## config.mk

```make
export PLATFORM = sky130hd
export DESIGN_NAME = store_buffer_flat
export DESIGN_NICKNAME = d
export VERILOG_FILES = /design/src/rtl/sb_pkg.sv /design/src/rtl/store_buffer_if.sv /design/src/rtl/sb_fwd_match.sv /design/src/rtl/store_buffer.sv /design/src/flat_wrapper.sv
export SDC_FILE = /design/constraint.sdc
export NUM_CORES = 1
export LEC_CHECK = 0
export BUFFER_PORTS_ARGS = -buffer_cell sky130_fd_sc_hd__buf_4
export CAP_MARGIN = 20
export CORE_MARGIN = 5
export CORE_UTILIZATION = 24
export DETAILED_ROUTE_END_ITERATION = 16
export PLACE_DENSITY = 0.37
export SYNTH_ARGS = -nofsm -noshare
export SYNTH_HDL_FRONTEND = slang
export SYNTH_SLANG_ARGS = --single-unit
```

## constraint.sdc

```tcl
create_clock -name clk -period 5.95 [get_ports clk]
set_input_delay 1.4875 -clock clk [delete_from_list [all_inputs] [get_ports clk]]
set_output_delay 1.4875 -clock clk [all_outputs]
set_load 0.01 [all_outputs]
```

## src/rtl/sb_pkg.sv

```systemverilog
// Shared definitions for the store buffer that sits between the EX/MEM
// pipeline register and data_memory.
//   SB_DEPTH   : number of buffered stores (power of two, >= 2)
//   SB_ADDR_W  : word address width
//   SB_DATA_W  : store/load data width
//   SB_PTR_W   : head/tail pointer width
//   sb_entry_t : one buffered store {addr, data}
package sb_pkg;

  localparam int SB_DEPTH  = 4;
  localparam int SB_ADDR_W = 32;
  localparam int SB_DATA_W = 32;
  localparam int SB_PTR_W  = $clog2(SB_DEPTH);

  typedef struct packed {
    logic [SB_ADDR_W-1:0] addr;
    logic [SB_DATA_W-1:0] data;
  } sb_entry_t;

endpackage

```

## src/rtl/store_buffer_if.sv

```systemverilog
// MEM-stage side of the store buffer: the store request/accept handshake and
// the combinational load lookup.
//   master : MEM stage (drives st_* requests and ld_valid/ld_addr)
//   slave  : store buffer (returns st_ready, ld_data, ld_fwd)
interface store_buffer_if
  import sb_pkg::*;
#(
  parameter int ADDR_W = SB_ADDR_W,
  parameter int DATA_W = SB_DATA_W
);

  logic              st_valid;
  logic [ADDR_W-1:0] st_addr;
  logic [DATA_W-1:0] st_data;
  logic              st_ready;
  logic              ld_valid;
  logic [ADDR_W-1:0] ld_addr;
  logic [DATA_W-1:0] ld_data;
  logic              ld_fwd;

  modport master (
    output st_valid, st_addr, st_data, ld_valid, ld_addr,
    input  st_ready, ld_data, ld_fwd
  );

  modport slave (
    input  st_valid, st_addr, st_data, ld_valid, ld_addr,
    output st_ready, ld_data, ld_fwd
  );

endinterface

```

## src/rtl/sb_fwd_match.sv

```systemverilog
// Combinational age-ordered search of the occupied buffer entries for the
// youngest store whose address equals ld_addr.
//   entry_addr : address field of every slot
//   head/count : oldest slot and occupancy; only head..head+count-1 are live
//   ld_addr    : load word address
//   hit/idx    : a live entry matched; idx is the youngest such slot
module sb_fwd_match
  import sb_pkg::*;
#(
  parameter int DEPTH  = SB_DEPTH,
  parameter int ADDR_W = SB_ADDR_W,
  localparam int PTR_W = $clog2(DEPTH)
) (
  input  logic [ADDR_W-1:0] entry_addr [DEPTH],
  input  logic [PTR_W-1:0]  head,
  input  logic [PTR_W:0]    count,
  input  logic [ADDR_W-1:0] ld_addr,
  output logic              hit,
  output logic [PTR_W-1:0]  idx
);

  logic [PTR_W-1:0] slot;

  // Walk from oldest to youngest; a later match overwrites an earlier one,
  // so the result is the entry nearest tail-1.
  always_comb begin
    hit  = 1'b0;
    idx  = head;
    slot = head;
    for (int i = 0; i < DEPTH; i++) begin
      slot = head + PTR_W'(i);
      if (((PTR_W+1)'(i) < count) && (entry_addr[slot] == ld_addr)) begin
        hit = 1'b1;
        idx = slot;
      end
    end
  end

endmodule

```

## src/rtl/store_buffer.sv

```systemverilog
// Posted-write FIFO between the MEM stage and data_memory. Stores retire in
// one cycle into a circular buffer and drain on cycles where no load needs
// the memory port. Loads read memory combinationally, overridden by the
// youngest buffered store to the same address.
//   clk, reset      : clock, synchronous active-high reset of buffer state
//   sb              : MEM-stage store/load interface (slave side)
//   mem_address     : data_memory address
//   mem_write_data  : data_memory write data
//   e_write_mem     : data_memory write enable
//   mem_read_data   : data_memory read data
//   empty, count    : occupancy status for the hazard unit
module store_buffer
  import sb_pkg::*;
#(
  parameter int DEPTH  = SB_DEPTH,
  parameter int ADDR_W = SB_ADDR_W,
  parameter int DATA_W = SB_DATA_W
) (
  input  logic                   clk,
  input  logic                   reset,
  store_buffer_if.slave          sb,
  output logic [ADDR_W-1:0]      mem_address,
  output logic [DATA_W-1:0]      mem_write_data,
  output logic                   e_write_mem,
  input  logic [DATA_W-1:0]      mem_read_data,
  output logic                   empty,
  output logic [$clog2(DEPTH):0] count
);

  localparam int PTR_W = $clog2(DEPTH);
  localparam int CNT_W = PTR_W + 1;

  logic [ADDR_W-1:0] ent_addr [DEPTH];
  logic [DATA_W-1:0] ent_data [DEPTH];
  logic [PTR_W-1:0]  head;
  logic [PTR_W-1:0]  tail;
  logic              enq;
  logic              drain;
  logic              hit;
  logic [PTR_W-1:0]  hit_idx;

  assign empty       = (count == '0);
  assign sb.st_ready = (count != CNT_W'(DEPTH));
  assign enq         = sb.st_valid && sb.st_ready;
  // Reset gates the drain so a buffer discarded mid-drain never writes.
  assign drain       = !reset && !sb.ld_valid && !empty;

  // Memory port: a load always owns the port; otherwise drain the head.
  always_comb begin
    mem_address    = ent_addr[head];
    mem_write_data = ent_data[head];
    e_write_mem    = 1'b0;
    if (sb.ld_valid) begin
      mem_address = sb.ld_addr;
    end else if (drain) begin
      e_write_mem = 1'b1;
    end
  end

  sb_fwd_match #(
    .DEPTH  (DEPTH),
    .ADDR_W (ADDR_W)
  ) u_fwd (
    .entry_addr (ent_addr),
    .head       (head),
    .count      (count),
    .ld_addr    (sb.ld_addr),
    .hit        (hit),
    .idx        (hit_idx)
  );

  assign sb.ld_fwd  = hit;
  assign sb.ld_data = hit ? ent_data[hit_idx] : mem_read_data;

  // Control state: pointers and occupancy.
  always_ff @(posedge clk) begin
    if (reset) begin
      head  <= '0;
      tail  <= '0;
      count <= '0;
    end else begin
      if (enq)   tail <= tail + PTR_W'(1);
      if (drain) head <= head + PTR_W'(1);
      case ({enq, drain})
        2'b10:   count <= count + CNT_W'(1);
        2'b01:   count <= count - CNT_W'(1);
        default: count <= count;
      endcase
    end
  end

  // Entry storage is not reset; only slots inside head..tail are ever read.
  always_ff @(posedge clk) begin
    if (enq) begin
      ent_addr[tail] <= sb.st_addr;
      ent_data[tail] <= sb.st_data;
    end
  end

endmodule
```

## src/flat_wrapper.sv

```systemverilog
// flat-port wrapper written by rule: the top's interface ports become plain ports
module store_buffer_flat import sb_pkg::*;
#(
  parameter int DEPTH  = SB_DEPTH,
  parameter int ADDR_W = SB_ADDR_W,
  parameter int DATA_W = SB_DATA_W
)
  (clk, reset, mem_address, mem_write_data, e_write_mem, mem_read_data, empty, count, sb_st_valid, sb_st_addr, sb_st_data, sb_ld_valid, sb_ld_addr, sb_st_ready, sb_ld_data, sb_ld_fwd);
  store_buffer_if #(.ADDR_W(ADDR_W), .DATA_W(DATA_W)) sb_i ();
  input  logic clk;
  input  logic reset;
  output logic [ADDR_W-1:0] mem_address;
  output logic [DATA_W-1:0] mem_write_data;
  output logic e_write_mem;
  input  logic [DATA_W-1:0] mem_read_data;
  output logic empty;
  output logic [$clog2(DEPTH):0] count;
  input wire logic [$bits(sb_i.st_valid)-1:0] sb_st_valid;
  input wire logic [$bits(sb_i.st_addr)-1:0] sb_st_addr;
  input wire logic [$bits(sb_i.st_data)-1:0] sb_st_data;
  input wire logic [$bits(sb_i.ld_valid)-1:0] sb_ld_valid;
  input wire logic [$bits(sb_i.ld_addr)-1:0] sb_ld_addr;
  output wire logic [$bits(sb_i.st_ready)-1:0] sb_st_ready;
  output wire logic [$bits(sb_i.ld_data)-1:0] sb_ld_data;
  output wire logic [$bits(sb_i.ld_fwd)-1:0] sb_ld_fwd;
  assign sb_i.st_valid = sb_st_valid;
  assign sb_i.st_addr = sb_st_addr;
  assign sb_i.st_data = sb_st_data;
  assign sb_i.ld_valid = sb_ld_valid;
  assign sb_i.ld_addr = sb_ld_addr;
  assign sb_st_ready = sb_i.st_ready;
  assign sb_ld_data = sb_i.ld_data;
  assign sb_ld_fwd = sb_i.ld_fwd;
  store_buffer #(.DEPTH(DEPTH), .ADDR_W(ADDR_W), .DATA_W(DATA_W)) u_core (.clk(clk), .reset(reset), .sb(sb_i), .mem_address(mem_address), .mem_write_data(mem_write_data), .e_write_mem(e_write_mem), .mem_read_data(mem_read_data), .empty(empty), .count(count));
endmodule
```

==> run_results.csv, run 1 <==
group,metric,value,unit
placement,postPlaceCellArea,21300,µm²
pwr,p_int,0.00442,W
timing,worst_pin_slew,1020,ps
floorplanning,pin_count,235,
detailed_routing,dr_total_vias,13500,
pwr,power.density,267,nW/µm²
detailed_routing,wl_met1,29100,µm
detailed_routing,drt_iter0_markers,1010,
critical_path,cp-startpoint,"sb_ld_addr[5]",
layout,area_growth,39.4,%
critical_path,worst_r2r_path_depth,5,
yosys,syn_avg_cell_area,12.8,µm²
cts,cts_made_buffers,36,
timing,setup_viol,16,
yosys,ys_async_sr_fraction,0,%
yosys,synth_nets,1481,
detailed_routing,drc,0,
detailed_routing,wl_met3,4290,µm
critical_path,worstPathRequired,4460,ps
cts,clkSinkCount,265,
timing,slew_headroom,32.3,%
timing,fmax,166,MHz
critical_path,critPathTopFamily,"simple AND/OR/NAND/NOR gates",
detailed_routing,dr.max_layer_used,"met5",
placement,gp_congestion,0.874,
cts,hold_buffers,0,
floorplanning,fp.dieW,277,µm
cts,ctsRootBufferMaster,"clkbuf_16",
timing,fin_skew,29.6,ps
detailed_routing,wl_per_cell,25.3,µm
timing,hold_viol,0,
pwr,irDropWorstVdd,0.187,mV
yosys,ys_seq_elements,265,
timing,rsz0062_at_grt,"yes",
floorplanning,row_count,98,
pwr,power_switching,0.00196,W
grt,grt_pass1_wl,98100,µm
pwr,p_leak,8.74,nW
critical_path,startpoint_type,"input pin",
layout,fillCellCount,7196,
timing,slew_viol_final,0,
critical_path,crit_slowest_cell,"or4_4",
critical_path,worst-path-buf-inv,5,
placement,dp_cells,2630,
yosys,ys_seq_area_share,45.9,%
pwr,power.share.combinational,31.0,%
timing,min_period,6010,ps
yosys,yosys_warnings,0,
layout,drive_gt1_share,46.1,%
grt,track_usage,17.1,%
grt,grt_max_degree,63,
cts,insertion_delay,570,ps
critical_path,crit_fanout,7,
placement,hpwl,49400,µm
layout,fin_nets,1912,
run_status,status,"finished, violations left",
floorplanning,dieHeight,277,µm
floorplanning,core,71100,µm²
flow_run,drv_cap,0,
grt,gr-total-overflow,0,
run_status,violations,"negative setup slack",
critical_path,rr_startpoint,"u_core.count[0]",
critical_path,max_stage_delay,600,ps
yosys,synthCells,1340,
grt,grt_pass1_vias,14000,
floorplanning,die-area,76900,µm²
yosys,synth-edff-count,256,
critical_path,critPathCaptureType,"primary output",
timing,fin_crit_sh,101,%
detailed_routing,drt_first_pass_iters,5,
detailed_routing,wirelength,69500,µm
critical_path,cp.depth,14,
detailed_routing,postRouteAntennaNets,0,
critical_path,crit_type,"in2out",
worst_hold_path,hold_start,"u_core.tail[0]",
detailed_routing,vias_per_cell,4.89,
pwr,p_sw_share,30.7,%
pwr,clkPwrFrac,33.2,%
floorplanning,initial_core_util,24.1,%
yosys,synth_flop_cell,"edfxtp_1",
layout,stdcell_area,23900,µm²
layout,fin_cells,2751,
cts,cts.reportedPaths.clkPinSlew,50,ps
timing,fin_ws,-56.6,ps
yosys,synth_cell_types,77,
critical_path,cp.arrival,4520,ps
grt,antenna_found_initial,9,
cts,clock_path_buffers,3,
cts,cts_tree,"done",
worst_hold_path,worstHoldPathCells,2,
placement,portBuffers,234,
yosys,synth_area,17100,µm²
pwr,sequentialPowerShare,35.8,%
detailed_routing,wl_met2,34400,µm
worst_hold_path,hp-class,"reg2reg",
critical_path,cp_cell_sequence,"buf_4, xnor2_1, a221oi_1, buf_4, o21ai_0, or4_4, o41a_1, mux2_4, or2_4, buf_12, buf_12, mux2i_2, a21oi_2, buf_4",
cts,htreeDepth,2,
critical_path,path_common_cell,"buf_4",
==> worst reg2reg max path, cell delays in order, from the launching register on <==
cell     delay (ps)
dfxtp_1         490
inv_1           120
ha_1            220
nand2_1         190
and3_4          840
buf_4           580
==> through the flow <==
stage	total power [W]	TNS (ps)	util, %	hold slack (ps)	setup slack, ps
after floorplan	0.00328	0	-	538	257
after global placement	0.00411	-8070	30.0	566	-344
after detailed placement	0.00411	-6750	30.0	578	-307
after CTS	0.00635	-1210	32.7	593	-90.4
after global routing	0.00667	-4770	33.6	626	-193
final	0.00638	-455	33.6	592	-56.6
==> what timing repair did <==
action / in CTS / in global routing
resized for setup: 106 / 55
setup buffers: 26 / 25
setup endpoints to repair: 32 / 32
gates cloned: 2 / 4
pin swaps: 40 / 11
==> cell usage in the layout (no fill, tap or decap), types with 6 or more instances in the layout <==
master,count
nand2_1,101
clkbuf_1,10
and2_1,7
mux4_1,12
ha_1,9
a21oi_1,52
nor3_1,10
xnor2_1,88
mux2i_4,7
a31o_1,10
nand4_1,27
xor2_1,7
nor2_1,61
a31o_2,16
xnor2_2,20
buf_6,19
inv_1,19
clkbuf_16,40
mux2_2,40
clkinv_2,6
nand3_1,7
buf_12,29
mux2i_1,101
o21ai_0,50
mux4_2,97
and3_1,33
dfxtp_1,6
a21oi_2,21
buf_4,445
mux2i_2,13
a22oi_1,33
edfxtp_1,256
==> cell type report <==
class | count | area (µm²) | area share [%]
clock buffer | 47 | 963 | 4.03
multi-input combinational | 942 | 9160 | 38.3
tap | 950 | 1190 | 4.97
timing repair buffer | 506 | 4420 | 18.5
antenna | 3 | 7.51 | 0.0314
clock inverter | 18 | 201 | 0.843
sequential | 265 | 7880 | 33.0
inverter | 20 | 78.8 | 0.330
==> state kept, by name, summed over array words and instances, names as in the netlist, named ones only <==
name and count:
u_core.ent_data 128, u_core.tail 2, u_core.ent_addr 128, u_core.head 2, u_core.count 3
==> synth_stat cells (14+ instances only) <==
cell	count	area, µm²
o21ai_0	52	260
a21oi_1	77	385
mux4_2	94	2120
buf_2	14	70.1
mux2_2	41	462
edfxtp_1	256	7690
xnor2_1	108	946
nand4_1	27	169
nand2_1	103	387
and3_1	37	231
a31o_2	20	175
buf_4	14	105
mux4_1	15	394
mux2i_1	120	1200
a22oi_1	35	263
buf_6	14	158
nor2_1	61	229
inv_1	19	71.3
clkbuf_1	51	191
==> final timing paths <==
kind / slack [ps] / to
max: -60 / sb_ld_data[4]
min: 590 / u_core.tail[0]
max reg2reg: 3110 / u_core.ent_addr[97]
min reg2reg: 590 / u_core.tail[0]
==> power groups by stage <==
stage	combinational (W)	clock [W]	sequential, W
detailed placement	0.00179	0	0.00232
finish	0.00198	0.00212	0.00228
CTS	0.00188	0.00219	0.00228
floorplan	0.00101	0	0.00227
global placement	0.00179	0	0.00232
global route	0.00211	0.00227	0.00230
==> cells by family (layout without fill, tap and decap cells) <==
kind of cell | after synthesis | after routing | synth area share, %
buffers and inverters | 133 | 591 | 4.76
and+or+nand+nor | 301 | 301 | 8.88
muxes | 273 | 273 | 24.6
DFF | 265 | 265 | 45.9
adders and majority gates | 9 | 9 | 0.657
other | 0 | 3 | 0
xor gates and xnor gates | 116 | 116 | 5.93
AOI/OAI and AO/OA | 243 | 243 | 9.25
==> per-layer routing <==
metal	global-route usage (%)	up-vias
met5	0	-
met4	4.70	10
met3	4.22	103
met2	29.2	361
met1	21.8	6859
li1	-	6132
(Power assumes the default switching activity.)
==> inputs of run 2 (changes only) <==
PLACE_DENSITY = default   (was 0.37)
SLEW_MARGIN = 40   (was default)
==> run_results.csv, run 2 (synthesis results as in run 1) <==
group,metric,value,unit
run_status,status,"finished, violations left",
run_status,violations,"negative setup slack",
cts,cts_tree,"done",
detailed_routing,drc,0,
timing,fin_crit_sh,102,%
layout,drive_gt1_share,42.5,%
detailed_routing,drt_iter0_markers,1383,
layout,reg_top3,"u_core.ent_addr: 128 flops, u_core.ent_data: 128 flops, u_core.count: 3 flops",
timing,rsz0062_at_grt,"yes",
cts,clkSinkCount,265,
floorplanning,initial_core_util,24.1,%
worst_hold_path,worstHoldPathCells,2,
cts,htreeDepth,2,
pwr,irDropWorstVdd,0.247,mV
floorplanning,die-area,76900,µm²
floorplanning,row_count,98,
timing,fmax,165,MHz
timing,min_period,6050,ps
pwr,p_leak,8.08,nW
critical_path,path_common_cell,"buf_4",
layout,fillCellCount,7148,
timing,worst_pin_slew,763,ps
cts,clock_path_buffers,3,
detailed_routing,vias_per_cell,5.14,
critical_path,critPathCaptureType,"primary output",
critical_path,critPathTopFamily,"simple AND/OR/NAND/NOR gates",
floorplanning,pin_count,235,
grt,gr-total-overflow,0,
critical_path,worst-path-buf-inv,3,
critical_path,r2r-end,"u_core.ent_data[0][27]",
layout,mostFrequentLayoutCells,"355 x buf_4, 256 x edfxtp_1, 102 x nand2_1, 94 x mux4_2, 91 x mux2i_1",
timing,hold_viol,0,
critical_path,max_stage_delay,550,ps
grt,grt_pass1_wl,90100,µm
grt,grt_pass1_vias,13500,
timing,slew_viol_final,0,
timing,fin_ws,-99.1,ps
floorplanning,dieHeight,277,µm
layout,area_growth,33.4,%
detailed_routing,dr_total_vias,13600,
cts,insertion_delay,550,ps
grt,antenna_found_initial,5,
floorplanning,core,71100,µm²
layout,mostFrequentLayoutCell,"buf_4",
detailed_routing,wirelength,64300,µm
worst_hold_path,hold_start,"u_core.tail[0]",
cts,hold_buffers,0,
cts,cts.reportedPaths.clkPinSlew,60,ps
cts,ctsRootBufferMaster,"clkbuf_16",
timing,hold_slack,600,ps
grt,track_usage,15.4,%
flow_run,drv_cap,0,
critical_path,crit_type,"in2out",
placement,dp_cells,2536,
placement,portBuffers,234,
timing,setup_viol,32,
worst_hold_path,hp-class,"reg2reg",
grt,grt_max_degree,47,
worst_hold_path,hold_end,"u_core.tail[0]",
cts,cts_made_buffers,35,
placement,hpwl,45000,µm
critical_path,worst_r2r_path_depth,5,
detailed_routing,wl_per_cell,24.4,µm
timing,fin_skew,16.2,ps
layout,fin_nets,1803,
critical_path,crit_fanout,7,
floorplanning,fp.dieW,277,µm
pwr,power.density,264,nW/µm²
timing,slew_headroom,49.2,%
timing,fin_tns_setup,-1910,ps
critical_path,cp.arrival,4560,ps
critical_path,worstPathRequired,4460,ps
critical_path,cp_cell_sequence,"buf_4, and2_4, a222oi_1, o311a_1, nand4_1, or3_4, or4_4, a21oi_4, or2_4, clkbuf_16, mux2i_2, a21oi_2, buf_4",
critical_path,crit_slowest_cell,"or4_4",
placement,gp_congestion,0.942,
critical_path,r2r_setup_slack,3240,ps
detailed_routing,postRouteAntennaNets,0,
critical_path,cp-startpoint,"sb_ld_addr[3]",
critical_path,startpoint_type,"input pin",
layout,fin_cells,2639,
detailed_routing,drt_first_pass_iters,5,
critical_path,rr_startpoint,"u_core.count[0]",
run 2: worst register-to-register path, cell delays in order (launching register included):
cell and delay, ps:
dfxtp_1 490, inv_1 120, ha_1 220, nand2_1 170, and3_4 710, buf_4 580
run 2: what timing repair did:
| action | CTS | global route |
|---|---|---|
| gates cloned | 1 | 7 |
| setup buffers | 10 | 22 |
| resized for setup | 39 | 107 |
| setup endpoints to repair | 32 | 32 |
| pin swaps | 18 | 38 |
run 2: stage by stage:
step	setup WS [ps]	power [W]	utilization, %	instance area, µm²
floorplan	257	0.00328	-	17100
global placement	-191	0.00394	28.9	20600
detailed placement	-238	0.00395	28.9	20600
CTS	-83.5	0.00601	30.9	22000
global route	-227	0.00629	32.1	22900
finish	-99.1	0.00604	32.1	22900
run 2: layer usage:
layer | routed length [µm] | track usage (%) | vias to the layer above | part of all wire, %
met3 | 5540 | 3.56 | 116 | 8.6
met1 | 25400 | 19.5 | 6856 | 39
li1 | - | - | 5927 | -
met5 | 39 | 0 | - | 0.061
met2 | 31400 | 26.0 | 670 | 49
met4 | 2010 | 5.03 | 6 | 3.1
run 2: worst max-delay path by stage:
stage	cells after the start	end	slack, ps
finish	13	sb_ld_data[19]	-100
global route	13	sb_ld_data[19]	-230
CTS	13	sb_ld_data[29]	-80
floorplan	13	sb_ld_data[0]	260
global placement	14	sb_ld_data[5]	-190
detailed placement	13	sb_ld_data[19]	-240
run 2: area by class of cell:
cell class,instances,area [µm²],share of cell area [%]
antenna,2,5.00,0.0219
clock buffer,40,895,3.91
clock inverter,22,158,0.690
inverter,20,75.1,0.328
multi-input combinational,942,9220,40.3
sequential,265,7880,34.5
tap,950,1190,5.20
timing repair buffer,398,3450,15.1
run 2: power breakdown:
part	switching [W]	internal, W	total (W)	leakage (nW)
registers	0.000102	0.00218	0.00228	2.43
logic	0.000921	0.000860	0.00178	5.13
clock network	0.000850	0.00113	0.00198	0.523
==> inputs of run 3 (changes only) <==
CORE_ASPECT_RATIO = 1.4   (was default)
==> run_results.csv, run 3 (synthesis results as in run 1) <==
group,metric,value,unit
timing,rsz0062_at_grt,"yes",
critical_path,cp.arrival,4630,ps
floorplanning,row_count,116,
detailed_routing,dr_total_vias,13400,
cts,ctsRootBufferMaster,"clkbuf_16",
floorplanning,initial_core_util,24.1,%
detailed_routing,wl_met1,24800,µm
timing,hold_viol,0,
grt,gr-total-overflow,0,
detailed_routing,drc,0,
detailed_routing,dr.max_layer_used,"met5",
placement,hpwl,48700,µm
placement,portBuffers,234,
grt,grt_pass1_vias,14000,
detailed_routing,wl_met3,4670,µm
timing,fin_ws,-168,ps
layout,mostFrequentLayoutCell,"buf_4",
cts,cts_tree,"done",
pwr,power,0.00595,W
layout,fin_nets,1832,
placement,gp_congestion,0.889,
placement,pre_cts_ws,-431,ps
detailed_routing,postRouteAntennaNets,0,
floorplanning,dieHeight,326,µm
critical_path,crit_fanout,12,
layout,stdcell_area,22800,µm²
run_status,violations,"negative setup slack",
floorplanning,core,71100,µm²
detailed_routing,wl_per_cell,25.2,µm
worst_hold_path,hp-class,"reg2reg",
floorplanning,pin_count,235,
cts,hold_buffers,0,
layout,reg_top3,"u_core.ent_addr: 128 flops, u_core.ent_data: 128 flops, u_core.count: 3 flops",
run_status,status,"finished, violations left",
timing,slew_headroom,46.9,%
pwr,irDropWorstVdd,0.233,mV
layout,mostFrequentLayoutCells,"389 x buf_4, 256 x edfxtp_1, 112 x mux2i_1, 103 x xnor2_1, 102 x nand2_1",
critical_path,critPathCaptureType,"primary output",
detailed_routing,drt_first_pass_iters,5,
placement,postPlaceCellArea,20900,µm²
critical_path,worstPathRequired,4460,ps
timing,slew_viol_final,0,
timing,fin_crit_sh,103,%
timing,fmax,163,MHz
timing,fin_skew,17.0,ps
layout,fin_util,32.0,%
timing,setup_viol,32,
detailed_routing,vias_per_cell,5.03,
timing,worst_pin_slew,797,ps
cts,cts_made_buffers,30,
timing,min_period,6120,ps
cts,clock_path_buffers,3,
layout,drive_gt1_share,42.7,%
cts,insertion_delay,600,ps
cts,clkSinkCount,265,
pwr,p_leak,8.11,nW
floorplanning,die-area,77000,µm²
grt,grt_max_degree,68,
critical_path,startpoint_type,"input pin",
floorplanning,fp.dieW,236,µm
cts,htreeDepth,1,
flow_run,drv_cap,0,
timing,fin_tns_setup,-4300,ps
critical_path,crit_type,"in2out",
detailed_routing,wl_met2,34700,µm
detailed_routing,wirelength,67100,µm
grt,track_usage,16.6,%
grt,grt_pass1_wl,96400,µm
grt,antenna_found_initial,4,
layout,area_growth,32.9,%
cts,cts.reportedPaths.clkPinSlew,60,ps
detailed_routing,drt_iter0_markers,962,
pwr,power.density,261,nW/µm²
==> run 3: area by class of cell <==
| class | count | area [µm²] |
|---|---|---|
| fillers | 7110 | 48300 |
| multi-input cells | 942 | 8930 |
| flip-flops and latches | 265 | 7880 |
| repair buffers | 432 | 3740 |
| well taps | 944 | 1180 |
| clock buffers | 42 | 848 |
| clock inverters | 12 | 130 |
| inverters | 20 | 77.6 |
| diodes | 4 | 10.0 |
==> run 3: metrics by stage <==
| step | cells | hold slack (ps) |
|---|---|---|
| 2_1_floorplan | 1340 | 538 |
| 3_3_place_gp | 2571 | 560 |
| 3_5_place_dp | 2573 | 571 |
| 4_1_cts | 2656 | 590 |
| 5_1_grt | 2658 | 633 |
| 6_report | 2661 | 586 |
==> run 3: layer usage <==
layer,GRT usage [%],vias up
li1,-,5967
met1,18.6,6771
met2,30.4,508
met3,3.90,133
met4,6.20,2
met5,0,-
==> run 3: what timing repair did <==
| item | CTS | global route |
|---|---|---|
| gates cloned | 5 | 0 |
| setup endpoints to repair | 33 | 32 |
| gates resized for setup | 70 | 40 |
| pin swaps | 19 | 5 |
| buffers inserted | 24 | 1 |
==> run 3: worst max-delay path: stages <==
cell and delay [ps]:
buf_6 110, and2_4 140, a222oi_1 380, o311a_1 320, nand4_1 100, or3_1 390
o41a_1 400, mux2_4 310, or2_4 310, buf_12 190, o211ai_1 160, and3b_1 200
buf_6 120
==> run 3: final timing paths <==
check / slack [ps] / endpoint / start / cells past startpoint
worst min-delay path: 590 / u_core.tail[0] / u_core.tail[0] / 2
worst min register to register: 590 / u_core.tail[0] / u_core.tail[0] / 2
worst max register to register: 3210 / u_core.ent_data[1][16] / u_core.count[1] / 5
worst max-delay path: -170 / sb_ld_data[29] / sb_ld_addr[29] / 13
==> run 3: report_power, final <==
part	switching (W)	internal (W)
Clock	0.000772	0.00108
Sequential	0.0000984	0.00218
Combinational	0.000934	0.000886
Total	0.00180	0.00414
